### src/rtl/if_unit_ras.sv
// rtl/if_unit_ras.sv - instruction fetch unit with return-address stack (optional IF_REL_BRANCH_EN: PC-relative targets)
module if_unit_ras #(
  parameter int PCW       = 8,
  parameter int RAS_DEPTH = 4,
  parameter int RESET_PC  = 0,
  parameter int PC_INC    = 1
) (
  input  logic           CLK,
  input  logic           Reset,
  input  logic           Halt,
  input  logic           branch,
  input  logic           call,
  input  logic           ret,
  input  logic [PCW-1:0] branch_adr,
  output logic [PCW-1:0] PC,
  output logic           ras_empty,
  output logic           ras_full,
  output logic           ras_err,
  output logic           halted
);

  localparam int PTRW = (RAS_DEPTH > 1) ? $clog2(RAS_DEPTH) : 1;
  localparam int CNTW = PTRW + 1;
  localparam logic [PCW-1:0]  INC     = PCW'(PC_INC);
  localparam logic [PCW-1:0]  RST_PC  = PCW'(RESET_PC);
  localparam logic [CNTW-1:0] CNT_MAX = CNTW'(RAS_DEPTH);

  logic [PCW-1:0]  pc_q, pc_n;
  logic [PTRW-1:0] ptr_q, ptr_n, ptr_dec;
  logic [CNTW-1:0] cnt_q, cnt_n;
  logic            err_q, err_n;
  logic            halted_q;
  logic            push_en;
  logic [PCW-1:0]  seq_pc;
  logic [PCW-1:0]  target;
  logic [PCW-1:0]  ras [RAS_DEPTH];

  // ptr_q points at the next free slot; when full it points at the oldest
  // entry, so a push on overflow overwrites the oldest return address.
  assign ptr_dec = ptr_q - PTRW'(1);
  assign seq_pc  = pc_q + INC;

`ifdef IF_REL_BRANCH_EN
  assign target = pc_q + branch_adr;
`else
  assign target = branch_adr;
`endif

  // Next-state selection: Halt > ret > call > branch > sequential
  always_comb begin
    pc_n    = pc_q;
    ptr_n   = ptr_q;
    cnt_n   = cnt_q;
    err_n   = err_q;
    push_en = 1'b0;
    if (Halt) begin
      pc_n = pc_q;
    end else if (ret) begin
      if (cnt_q != '0) begin
        pc_n  = ras[ptr_dec];
        ptr_n = ptr_dec;
        cnt_n = cnt_q - CNTW'(1);
      end else begin
        pc_n  = seq_pc;
        err_n = 1'b1;
      end
    end else if (call) begin
      push_en = 1'b1;
      pc_n    = target;
      ptr_n   = ptr_q + PTRW'(1);
      if (cnt_q == CNT_MAX) begin
        err_n = 1'b1;
      end else begin
        cnt_n = cnt_q + CNTW'(1);
      end
    end else if (branch) begin
      pc_n = target;
    end else begin
      pc_n = seq_pc;
    end
  end

  // Control state register with asynchronous reset
  always_ff @(posedge CLK or posedge Reset) begin
    if (Reset) begin
      pc_q     <= RST_PC;
      ptr_q    <= '0;
      cnt_q    <= '0;
      err_q    <= 1'b0;
      halted_q <= 1'b0;
    end else begin
      pc_q     <= pc_n;
      ptr_q    <= ptr_n;
      cnt_q    <= cnt_n;
      err_q    <= err_n;
      halted_q <= Halt;
    end
  end

  // Return-address storage; push writes the sequential successor of the caller
  always_ff @(posedge CLK or posedge Reset) begin
    if (Reset) begin
      for (int i = 0; i < RAS_DEPTH; i++) begin
        ras[i] <= '0;
      end
    end else if (push_en) begin
      ras[ptr_q] <= seq_pc;
    end
  end

  assign PC        = pc_q;
  assign ras_empty = (cnt_q == '0);
  assign ras_full  = (cnt_q == CNT_MAX);
  assign ras_err   = err_q;
  assign halted    = halted_q;

endmodule

### config.mk
export PLATFORM = sky130hd
export DESIGN_NAME = if_unit_ras
export DESIGN_NICKNAME = d
export VERILOG_FILES = /design/src/rtl/if_unit_ras.sv
export SDC_FILE = /design/constraint.sdc
export NUM_CORES = 1
export LEC_CHECK = 0
export BUFFER_PORTS_ARGS = -buffer_cell sky130_fd_sc_hd__buf_2
export CORE_AREA = 2 2 103 105
export CTS_CLUSTER_DIAMETER = 80
export DETAILED_ROUTE_END_ITERATION = 6
export DIE_AREA = 0 0 105 107
export SLEW_MARGIN = 0
export SYNTH_ARGS = -nofsm -noshare
export SYNTH_HDL_FRONTEND = slang
export SYNTH_SLANG_ARGS = --single-unit
### constraint.sdc
create_clock -name CLK -period 3.9 [get_ports CLK]
set_input_delay 0.78 -clock CLK [delete_from_list [all_inputs] [get_ports CLK]]
set_output_delay 0.78 -clock CLK [all_outputs]
set_load 0.01 [all_outputs]
# Word level (Yosys, flattened, before mapping)
# Cells that the tools add are included.
[word_totals]
ff_bits = 47
in_bits = 14
output_inout_bits = 12
[classes]
addsub = 5
magnitude_cmp = 3
eq_ne = 4
mux = 24
n_bitwise = 3
n_reduce_logical = 8
[op_table]
columns = ["op", "n"]
rows = [
  ["two-way mux 8 bit", 7],
  ["bitwise mux 32 bit", 1],
  ["binary-select mux 8 bit (select 2 bit)", 1],
  ["demux 8 bit (select 2 bit)", 1],
  ["two-way mux 3 bit", 4],
  ["adder 8 x 1 -> 8 bit (second input constant)", 1],
  ["AND reduction 4 bit", 2],
  ["two-way mux 1 bit", 7],
  [">= comparator 3 bit (second input constant)", 2],
  ["two-way mux 2 bit", 3],
  ["NOT 2 -> 3 bit", 2],
  ["inequality test 2 bit (second input constant)", 2],
  ["nonzero test 2 bit", 2],
  ["adder 3 x 1 -> 3 bit (second input constant)", 1],
  ["equality test 3 bit (second input constant)", 1],
  ["logical NOT 3 bit", 1],
  ["< comparator 3 x 1 -> 1 bit (second input constant)", 1],
  ["AND reduction 3 bit", 1],
  ["nonzero test 3 bit", 1],
  ["subtractor 3 x 1 -> 3 bit (second input constant)", 1],
  ["adder 2 x 1 -> 2 bit (second input constant)", 1],
  ["inequality test 2 x 1 -> 1 bit (second input constant)", 1],
  ["subtractor 2 x 1 -> 2 bit (second input constant)", 1],
  ["logical AND 1 bit", 1],
  ["NOT 1 bit", 1],
]

# Depth between registers and ports, before layout
# Gate-level depths: netlist (run 1).
[logic_depth]
depth_word = 7
ltp_mapped = 8

# Worst setup path before layout (run 1)
# No wires, ideal clock.
[synth_path]
path_type = "register -> register"
startpoint = "register ptr_q[0]"
endpoint = "register pc_q[0] (netlist: PC[0])"
setup_time_ps = 121
arrival_time_ps = 2050
setup_slack_ps = 1729
stages_incl_launch_ff = 8
n_path_buf = 2
synth_period_minus_slack_ps = 2171
path_cell_list = "dfrtp_1 buf_2 inv_1 ha_1 buf_2 mux4_2 o32a_1 a22o_1"
[synth_between]
elab_chain_len = 7
[synth_lines]
columns = ["item", "line_no", "source"]
rows = [
  ["from (decl)", "29", "logic [PTRW-1:0] ptr_q, ptr_n, ptr_dec;"],
  ["from (signal assigned)", "93", "ptr_q <= ptr_n;"],
  ["subtractor 2 x 1 -> 2 bit", "40", "assign ptr_dec = ptr_q - PTRW'(1);"],
  ["via ptr_dec[0]", "29", ""],
  ["NOT 2 -> 3 bit (not written as such)", "60", "pc_n = ras[ptr_dec];"],
  ["binary-select mux 8 bit (select 2 bit)", "60", ""],
  ["two-way mux 8 bit (not written as such) (2 in a row)", "60", ""],
  ["two-way mux 8 bit", "59", "if (cnt_q != '0) begin"],
  ["two-way mux 8 bit", "58", "end else if (ret) begin"],
  ["to (signal assigned)", "92", "pc_q <= pc_n;"],
  ["to (decl)", "28", "logic [PCW-1:0] pc_q, pc_n;"],
]
# The timed path passes the listed nets, and every way through them passes these cells. The select of a mux whose other input is x is not followed.
# A chain may end at the register's enable or synchronous reset.

# Worst setup path in the final report (run 1)
[layout_path]
startpoint = "register ptr_q[0]"
endpoint = "register pc_q[4] (netlist: PC[4])"
# Same word-level chain as after synthesis.

==> results of run 1 <==
-- placed cells by master (no fill, tap or decap), types with 3 or more instances in the layout --
master,instances
nor2_1,23
dfrtp_1,47
inv_1,9
xnor2_1,3
o21a_1,3
mux4_2,8
o31ai_1,5
nand2_1,29
clkbuf_8,6
and3_1,4
o21ai_0,25
nand3_1,9
nand3b_1,3
o211ai_1,4
a32oi_1,3
ha_1,5
a31oi_1,6
a21oi_1,19
buf_2,25
nor3_1,3
-- metal layers --
layer | up-vias | GRT usage | routed length, um
met4 | 0 | 0.03905 | 61
met5 | - | 0 | 0
met2 | 49 | 0.1688 | 2657
met3 | 6 | 0.02796 | 306
li1 | 950 | - | -
met1 | 938 | 0.1489 | 2708
-- critical path, stage by stage (launching register included) --
cell and delay [ps]:
dfrtp_1 670, inv_1 140, ha_1 640, mux4_2 560, nand2_1 70, o21ai_0 80, a211o_1 300
-- synthesized netlist by cell type (all sizes together), types with 3 or more instances --
library cell | instances | share of area
xnor2 | 3 | 0.011
mux4 | 8 | 0.072
nor3 | 3 | 0.0060
nand3 | 10 | 0.022
clkbuf | 11 | 0.017
o211ai | 4 | 0.012
nand3b | 3 | 0.0090
o31ai | 5 | 0.015
o21ai | 25 | 0.050
ha | 5 | 0.025
nor2 | 23 | 0.035
buf | 7 | 0.014
inv | 10 | 0.015
a21oi | 19 | 0.038
and3 | 4 | 0.010
dfrtp | 47 | 0.47
nand2 | 29 | 0.044
a31oi | 6 | 0.015
a32oi | 3 | 0.011
o21a | 3 | 0.0090
-- flip-flops by register name (all words and copies together), names as in the netlist --
name and count:
PC 8, ras 32, ras_err 1, ptr_q 2, cnt_q 3, halted 1
-- area by class of cell --
| type | instances | area [um2] |
|---|---|---|
| Clock inverter | 1 | 8.758 |
| Multi-Input combinational cell | 181 | 1199 |
| Sequential cell | 47 | 1176 |
| Tap cell | 136 | 170.2 |
| Inverter | 10 | 37.54 |
| Clock buffer | 7 | 86.33 |
| Fill cell | 1094 | 7289 |
| Timing Repair Buffer | 25 | 125.1 |
-- logic make-up after synthesis --
kind of cell	Yosys count
DFF	47
buffers and inverters	28
adders and majority gates	6
muxes	10
AOI/OAI and AO/OA	80
xor gates and xnor gates	5
and+or+nand+nor	80
-- metrics by stage --
stage | total power [uW] | utilization | hold WS (ps) | instance area [um2] | setup slack (ps)
after floorplan | 1626 | - | 440.5 | 2489 | 1729
after global placement | 1869 | 0.2683 | 442.0 | 2708 | 1348
after detailed placement | 1895 | 0.2683 | 451.8 | 2708 | 1291
after CTS | 2209 | 0.2777 | 472.4 | 2803 | 1264
after global routing | 2386 | 0.2777 | 485.0 | 2803 | 1074
final | 2197 | 0.2777 | 460.9 | 2803 | 1302
-- path summary, 6_finish.rpt --
kind	from	endpoint
max	ptr_q[0]$_DFFE_PP0P_	PC[4]$_DFFE_PP0N_
min	ras_err$_DFFE_PP0P_	ras_err$_DFFE_PP0P_
max reg2reg	ptr_q[0]$_DFFE_PP0P_	PC[4]$_DFFE_PP0N_
min reg2reg	ras_err$_DFFE_PP0P_	ras_err$_DFFE_PP0P_
max in group asynchronous	Reset	ras[25]$_DFFE_PP0P_
min in group asynchronous	Reset	PC[5]$_DFFE_PP0N_
-- power by group through the flow --
stage	clock, uW	sequential, uW	combinational (uW)
floorplan	0	866	760
global route	342	966	1080
detailed placement	0	941	954
CTS	323	932	955
finish	312	933	952
global placement	0	937	932
==> impl_metrics.yaml, run 1 <==
place:
  dp_hpwl_um: 4112
  place_inst: 399
  gp_congestion: 0.8427
  port_buffers: 25
grt:
  grt_pass1_vias: 1875
  antenna_found_initial: 0
  grt-ovfl-total: 0
  track_usage: 0.1095
  grt_pass1_wl_um: 9735
  grt_max_degree: 48
power:
  clkPwrFrac: 0.142
  swShare: 0.4019
  max-vdd-ir-drop_v: 0.0002255
  combPwrFrac: 0.433
  p_leak_uw: 0.001196
  p_sw_uw: 882.8
  pwr_density_cell_nw_per_um2: 783.7
  seq_power_share: 0.425
  internal-power_uw: 1314
cells_and_area:
  area_delta_synth_final_pct: 12.62
  nNetsFinal: 290
  diodes: 0
  drive_gt1_frac: 0.1734
  final_cells: 407
detailed_routing:
  drc: 0
  drtIter0Drc: 150
  postRouteAntennaNets: 0
  wl_per_cell_um: 14.09
  drt_pass1_iterations: 5
  num_vias: 1943
  drt_wl_total_um: 5734
  vias_per_cell: 4.774
die:
  core_um2: 10090
  start_util: 0.2466
  dieArea_um2: 11240
  pin_count: 26
  row_count: 37
  die_height_um: 107
  die_w_um: 105
sta:
  slew_viol_final: 0
  layout_worst_path_cycle_share: 0.6661
  setup_violations: 0
  min_period_ps: 2598
  worstMarginPinSlew_ps: 985.3
  fin_tns_setup_ps: 0
  max_slew_margin: 0.3422
  finalHoldViolCount: 0
  rsz0062_at_grt: "false"
  max_freq_ghz: 0.3850
  fin_skew_ps: 10.30
setup_path:
  cp_max_fo: 12
  crit_path_end_kind: "register"
  crit_type: "register to register"
  r2r_slack_ps: 1300
  startpoint_type: "register"
  critical_path_arrival_ps: 2780
  worstRegToRegCells: 6
  required_ps: 4090
run_status:
  run_status: "finished, final reports clean"
synthesis:
  ys_warn_count: 0
  ys_seq_area_frac: 0.4726
  syn-instance-count: 256
  synth_simple_gate_area_frac: 0.1483
  synth.mux.area_fraction: 0.08145
  syn_area_um2: 2489
  ys.flop_type: "dfrtp_1"
  syn-num-nets: 276
  synth_xor_area_frac: 0.01760
  synth_top_family_by_area: "compound AO/OA/AOI/OAI gates"
  synth_compound_area_frac: 0.2011
  synth_area_per_cell_um2: 9.721
  synth_cell_types: 41
  yosys_register_bits: 47
  synthAdderAreaFrac: 0.03318
  synth-edff-count: 0
  async_flop_share: 1.000
clock_network:
  postCtsSetupBuffers: 0
  cts_resized: 0
  htreeDepth: 2
  clk_latency_ps: 300
  cts.sink_count: 47
  cts_root_buf: "clkbuf_8"
  cts_made_buffers: 5
  hold_buffers: 0
  cts_tree: "yes"
  clk_pin_slew_ps: 90
  clockBufferDepth: 2
run:
  max_cap_violations: 0
worst_hold_path:
  hold_path_depth: 1
  min_path_type: "register to register"
No activity file was read; power rests on OpenSTA's default activity.
==> inputs of run 2 (changes only) <==
==> constraint.sdc (replaced) <==
create_clock -name CLK -period 2.5 [get_ports CLK]
set_input_delay 0.5 -clock CLK [delete_from_list [all_inputs] [get_ports CLK]]
set_output_delay 0.5 -clock CLK [all_outputs]
set_load 0.01 [all_outputs]
==> run 2 against run 1 <==
  * Setup slack worse by 960 ps
  * Combinational power grew 65%
  * Highest routed layer unchanged
  * Sequential share of layout area fell by 0.77 points
  * Via count grew 0.98%
  * Routed wire length is 4.8% higher
  * Register-to-register slack worse by 920 ps
  * Global-route usage increased by 0.50 points
==> impl_metrics.yaml, run 2 (synthesis gave the netlist of run 1 again) <==
worst_hold_path:
  min_path_type: "primary input to asynchronous set/reset pin"
setup_path:
  path_cells: "or3_1, inv_1, buf_2"
  required_ps: 2000
  crit_buf_inv: 2
  cp_max_fo: 11
  critical_path.top_delay_family: "simple AND/OR/NAND/NOR gates"
  slowest_delay_ps: 560
  r2r_slack_ps: 380
  crit_slowest_cell: "or3_1"
  critical_path_arrival_ps: 1650
  crit_type: "register to output pin"
  crit_path_end_kind: "output pin"
  startpoint_type: "register"
sta:
  slew_viol_final: 0
  min_period_ps: 2154
  layout_worst_path_cycle_share: 0.8615
  rsz0062_at_grt: "false"
  finalHoldViolCount: 0
  fin_tns_setup_ps: 0
  max_freq_ghz: 0.4643
  worstMarginPinSlew_ps: 621.7
  max_slew_margin: 0.5855
  setup_violations: 0
  fin_skew_ps: 6.800
clock_network:
  htreeDepth: 2
  clockBufferDepth: 2
  clk_pin_slew_ps: 90
  hold_buffers: 0
  cts_root_buf: "clkbuf_8"
  cts_made_buffers: 5
  cts_resized: 0
  clk_latency_ps: 300
  postCtsSetupBuffers: 0
  cts.sink_count: 47
  cts_tree: "yes"
detailed_routing:
  drtIter0Drc: 159
  wl_per_cell_um: 14.52
  postRouteAntennaNets: 0
  vias_per_cell: 4.739
  drt_wl_total_um: 6011
  num_vias: 1962
  drc: 0
  drt_pass1_iterations: 4
run:
  max_cap_violations: 0
place:
  place_inst: 406
  place_area_um2: 2760
  gp_congestion: 0.8490
  dp_hpwl_um: 4334
  port_buffers: 25
grt:
  track_usage: 0.1145
  grt-ovfl-total: 0
  antenna_found_initial: 0
  grt_pass1_wl_um: 10280
  grt_pass1_vias: 1947
  grt_max_degree: 48
cells_and_area:
  area_delta_synth_final_pct: 14.73
  largest_reg_flops: 32
  final_common_cell: "dfrtp_1"
  diodes: 0
  final_area_um2: 2855
  fillerInstances: 1087
  top_register: "ras"
  layout_common_cells: "47 x dfrtp_1, 29 x nand2_1, 25 x o21ai_0, 25 x buf_2, 23 x nor2_1"
  nNetsFinal: 297
  final_cells: 414
  drive_gt1_frac: 0.1942
power:
  max-vdd-ir-drop_v: 0.0004087
  p_leak_uw: 0.001231
  pwr_density_cell_nw_per_um2: 1221
die:
  die_w_um: 105
  dieArea_um2: 11240
  row_count: 37
  core_um2: 10090
  die_height_um: 107
  start_util: 0.2466
  pin_count: 26
run_status:
  run_status: "finished, final reports clean"
==> run 2: cell types whose count changed in the layout (fill, tap and decap cells not counted), sizes merged <==
cell,change
buf,+7
==> run 2: metal layers <==
layer / part of all wire / wire length (um) / track usage / vias up
met5: 0 / 0 / 0 / -
met4: 0.0070 / 42 / 0.02571 / 0
met3: 0.048 / 288 / 0.02857 / 4
met2: 0.47 / 2838 / 0.1846 / 44
met1: 0.47 / 2842 / 0.1555 / 959
li1: - / - / - / 955
==> run 2: final cells by class <==
class | instances | area [um2] | area share
inverters | 10 | 37.54 | 0.01315
clock inverters | 1 | 8.758 | 0.003067
flip-flops and latches | 47 | 1176 | 0.4119
clock buffers | 7 | 86.33 | 0.03024
well taps | 136 | 170.2 | 0.05960
repair buffers | 32 | 177.7 | 0.06223
multi-input cells | 181 | 1199 | 0.4198
==> run 2: final timing paths <==
path,start,to,cells past startpoint
setup / recovery,cnt_q[2]$_DFFE_PP0P_,ras_empty,3
hold / removal,Reset,PC[7]$_DFFE_PP0N_,3
setup reg to reg,ptr_q[1]$_DFFE_PP0P_,PC[4]$_DFFE_PP0N_,6
hold reg to reg,ras_err$_DFFE_PP0P_,ras_err$_DFFE_PP0P_,1
max in group asynchronous,Reset,cnt_q[0]$_DFFE_PP0P_,3
min in group CLK,ras_err$_DFFE_PP0P_,ras_err$_DFFE_PP0P_,1
==> run 2: through the flow <==
step	hold WS (ps)	total power (uW)	utilization	setup slack [ps]
global route	400.8	3783	0.2829	232.5
CTS	375.5	3503	0.2829	346.9
detailed placement	447.7	3007	0.2735	382.3
finish	339.7	3485	0.2829	346.3
floorplan	440.5	2537	-	329.2
global placement	437.1	2941	0.2735	436.8
==> run 2: worst register-to-register path, cell delays in order (launching register included) <==
cell	delay (ps)
dfrtp_1	430
inv_1	90
ha_1	510
mux4_2	540
nand2_1	70
o21ai_0	80
a211o_1	300
==> run 2: where the power goes <==
| group | leakage, uW | switching (uW) | total [uW] | internal [uW] |
|---|---|---|---|---|
| logic | 0.000622 | 824 | 1570 | 751 |
| clock network | 0.0000484 | 258 | 485 | 227 |
| registers | 0.000560 | 313 | 1430 | 1110 |
==> inputs of run 3 (changes only) <==
==> constraint.sdc (replaced) <==
create_clock -name CLK -period 2.7 [get_ports CLK]
set_input_delay 0.54 -clock CLK [delete_from_list [all_inputs] [get_ports CLK]]
set_output_delay 0.54 -clock CLK [all_outputs]
set_load 0.01 [all_outputs]
==> run 3 against run 2 <==
  * Flip-flop and latch count unchanged
  * Cell area decreased by 0.22%
  * Critical path depth grew 3
  * Total power fell by 8.4%
  * Routed wire length decreased by 0.48%
  * Combinational power is 8% lower
  * Worst hold slack got worse by 160 ps
  * Register-to-register slack gained 60 ps
  * Non-clock buffer count is the same
  * Sequential share of layout area rose by 0.091 points
  * Clock power down 8.7%
  * Die area is the same
  * Critical path type is now register to register
  * Highest routed layer unchanged
==> impl_metrics.yaml, run 3 (synthesis gave the netlist of run 1 again) <==
place:
  gp_congestion: 0.8041
  place_area_um2: 2760
  port_buffers: 25
  dp_hpwl_um: 4279
die:
  dieArea_um2: 11240
  die_height_um: 107
  pin_count: 26
  row_count: 37
  core_um2: 10090
  start_util: 0.2466
  die_w_um: 105
clock_network:
  clk_latency_ps: 310
  postCtsSetupBuffers: 0
  cts_made_buffers: 5
  cts_root_buf: "clkbuf_8"
  clk_pin_slew_ps: 100
  htreeDepth: 2
  clockBufferDepth: 2
  hold_buffers: 0
  cts.sink_count: 47
  cts_resized: 0
  cts_tree: "yes"
grt:
  track_usage: 0.1148
  grt-ovfl-total: 0
  grt_pass1_vias: 1968
  grt_pass1_wl_um: 10210
  antenna_found_initial: 0
  grt_max_degree: 24
run:
  max_cap_violations: 0
power:
  p_leak_uw: 0.001224
  power.total_uw: 3192
  max-vdd-ir-drop_v: 0.0002892
  pwr_density_cell_nw_per_um2: 1121
cells_and_area:
  multi_input_area_um2: 1199
  fin_util: 0.2823
  diodes: 0
  area_delta_synth_final_pct: 14.48
  fillerInstances: 1092
  final_common_cell: "dfrtp_1"
  regArea_um2: 1176
  drive_gt1_frac: 0.1942
  top_register: "ras"
  layout_common_cells: "47 x dfrtp_1, 29 x nand2_1, 25 x o21ai_0, 25 x buf_2, 23 x nor2_1"
  final_area_um2: 2849
  largest_reg_flops: 32
  nNetsFinal: 297
detailed_routing:
  vias_per_cell: 4.949
  wl_per_cell_um: 14.45
  drtIter0Drc: 117
  postRouteAntennaNets: 0
  num_vias: 2049
  drc: 0
  drt_pass1_iterations: 5
  drt_wl_total_um: 5982
setup_path:
  critical_path.startpoint: "ptr_q[1]$_DFFE_PP0P_"
  required_ps: 2910
  cp_max_fo: 11
  crit_path_end_kind: "register"
  critical_path_arrival_ps: 2470
  startpoint_type: "register"
  reg2reg_from: "ptr_q[1]$_DFFE_PP0P_"
  worstRegToRegCells: 6
  crit_type: "register to register"
sta:
  setup_violations: 0
  fin_tns_setup_ps: 0
  min_period_ps: 2261
  finalHoldViolCount: 0
  max_slew_margin: 0.6013
  worstMarginPinSlew_ps: 592.9
  fin_skew_ps: 13.90
  slew_viol_final: 0
  max_freq_ghz: 0.4423
  layout_worst_path_cycle_share: 0.8375
  rsz0062_at_grt: "false"
run_status:
  run_status: "finished, final reports clean"
worst_hold_path:
  min_path_type: "primary input to asynchronous set/reset pin"
## run 3: cell types whose count changed in the layout (fill, tap and decap cells not counted), sizes merged
cell / before / now
inv: 10 / 11
clkinvlp: 0 / 1
clkinv: 1 / 0
clkbuf: 7 / 6
## run 3: worst paths after layout
path / endpoint / slack [ps]
min in group CLK: ras_err$_DFFE_PP0P_ / 470
worst max register to register: PC[4]$_DFFE_PP0N_ / 440
max in group asynchronous: ras[27]$_DFFE_PP0P_ / 1920
worst max-delay path: PC[4]$_DFFE_PP0N_ / 440
worst min register to register: ras_err$_DFFE_PP0P_ / 470
worst min-delay path: PC[6]$_DFFE_PP0N_ / 180
## run 3: critical path: stages (launching register included)
cell,delay (ps)
dfrtp_1,420
inv_1,80
ha_1,650
mux4_2,560
nand2_1,70
o21ai_0,80
a211o_1,310
## run 3: area by class of cell
cell class	instances	share of cell area
Clock buffer	6	0.02547
Clock inverter	2	0.005709
Inverter	10	0.01318
Multi-Input combinational cell	181	0.4207
Sequential cell	47	0.4128
Tap cell	136	0.05973
Timing Repair Buffer	32	0.06236
## run 3: report_power, final
part           switching (uW)  internal, uW  leakage [uW]  total (uW)
Combinational             765           677      0.000622        1440
Clock                     257           186     0.0000418         443
Sequential                278          1030      0.000560        1310
Total                    1300          1890       0.00122        3190
## run 3: metrics by stage
stage | hold slack (ps) | setup slack [ps] | instances
after global placement | 439.1 | 474.7 | 406
after global routing | 192.0 | 270.5 | 414
after floorplan | 440.5 | 529.2 | 256
final | 179.5 | 438.9 | 414
after CTS | 188.1 | 415.9 | 414
after detailed placement | 447.7 | 435.5 | 406
## run 3: routing by layer
layer / vias to the layer above / share of wire / GRT usage
met5: - / 0 / 0
met4: 0 / 0.011 / 0.03619
met3: 7 / 0.054 / 0.03040
met2: 52 / 0.48 / 0.1809
met1: 1026 / 0.46 / 0.1542
li1: 964 / - / -
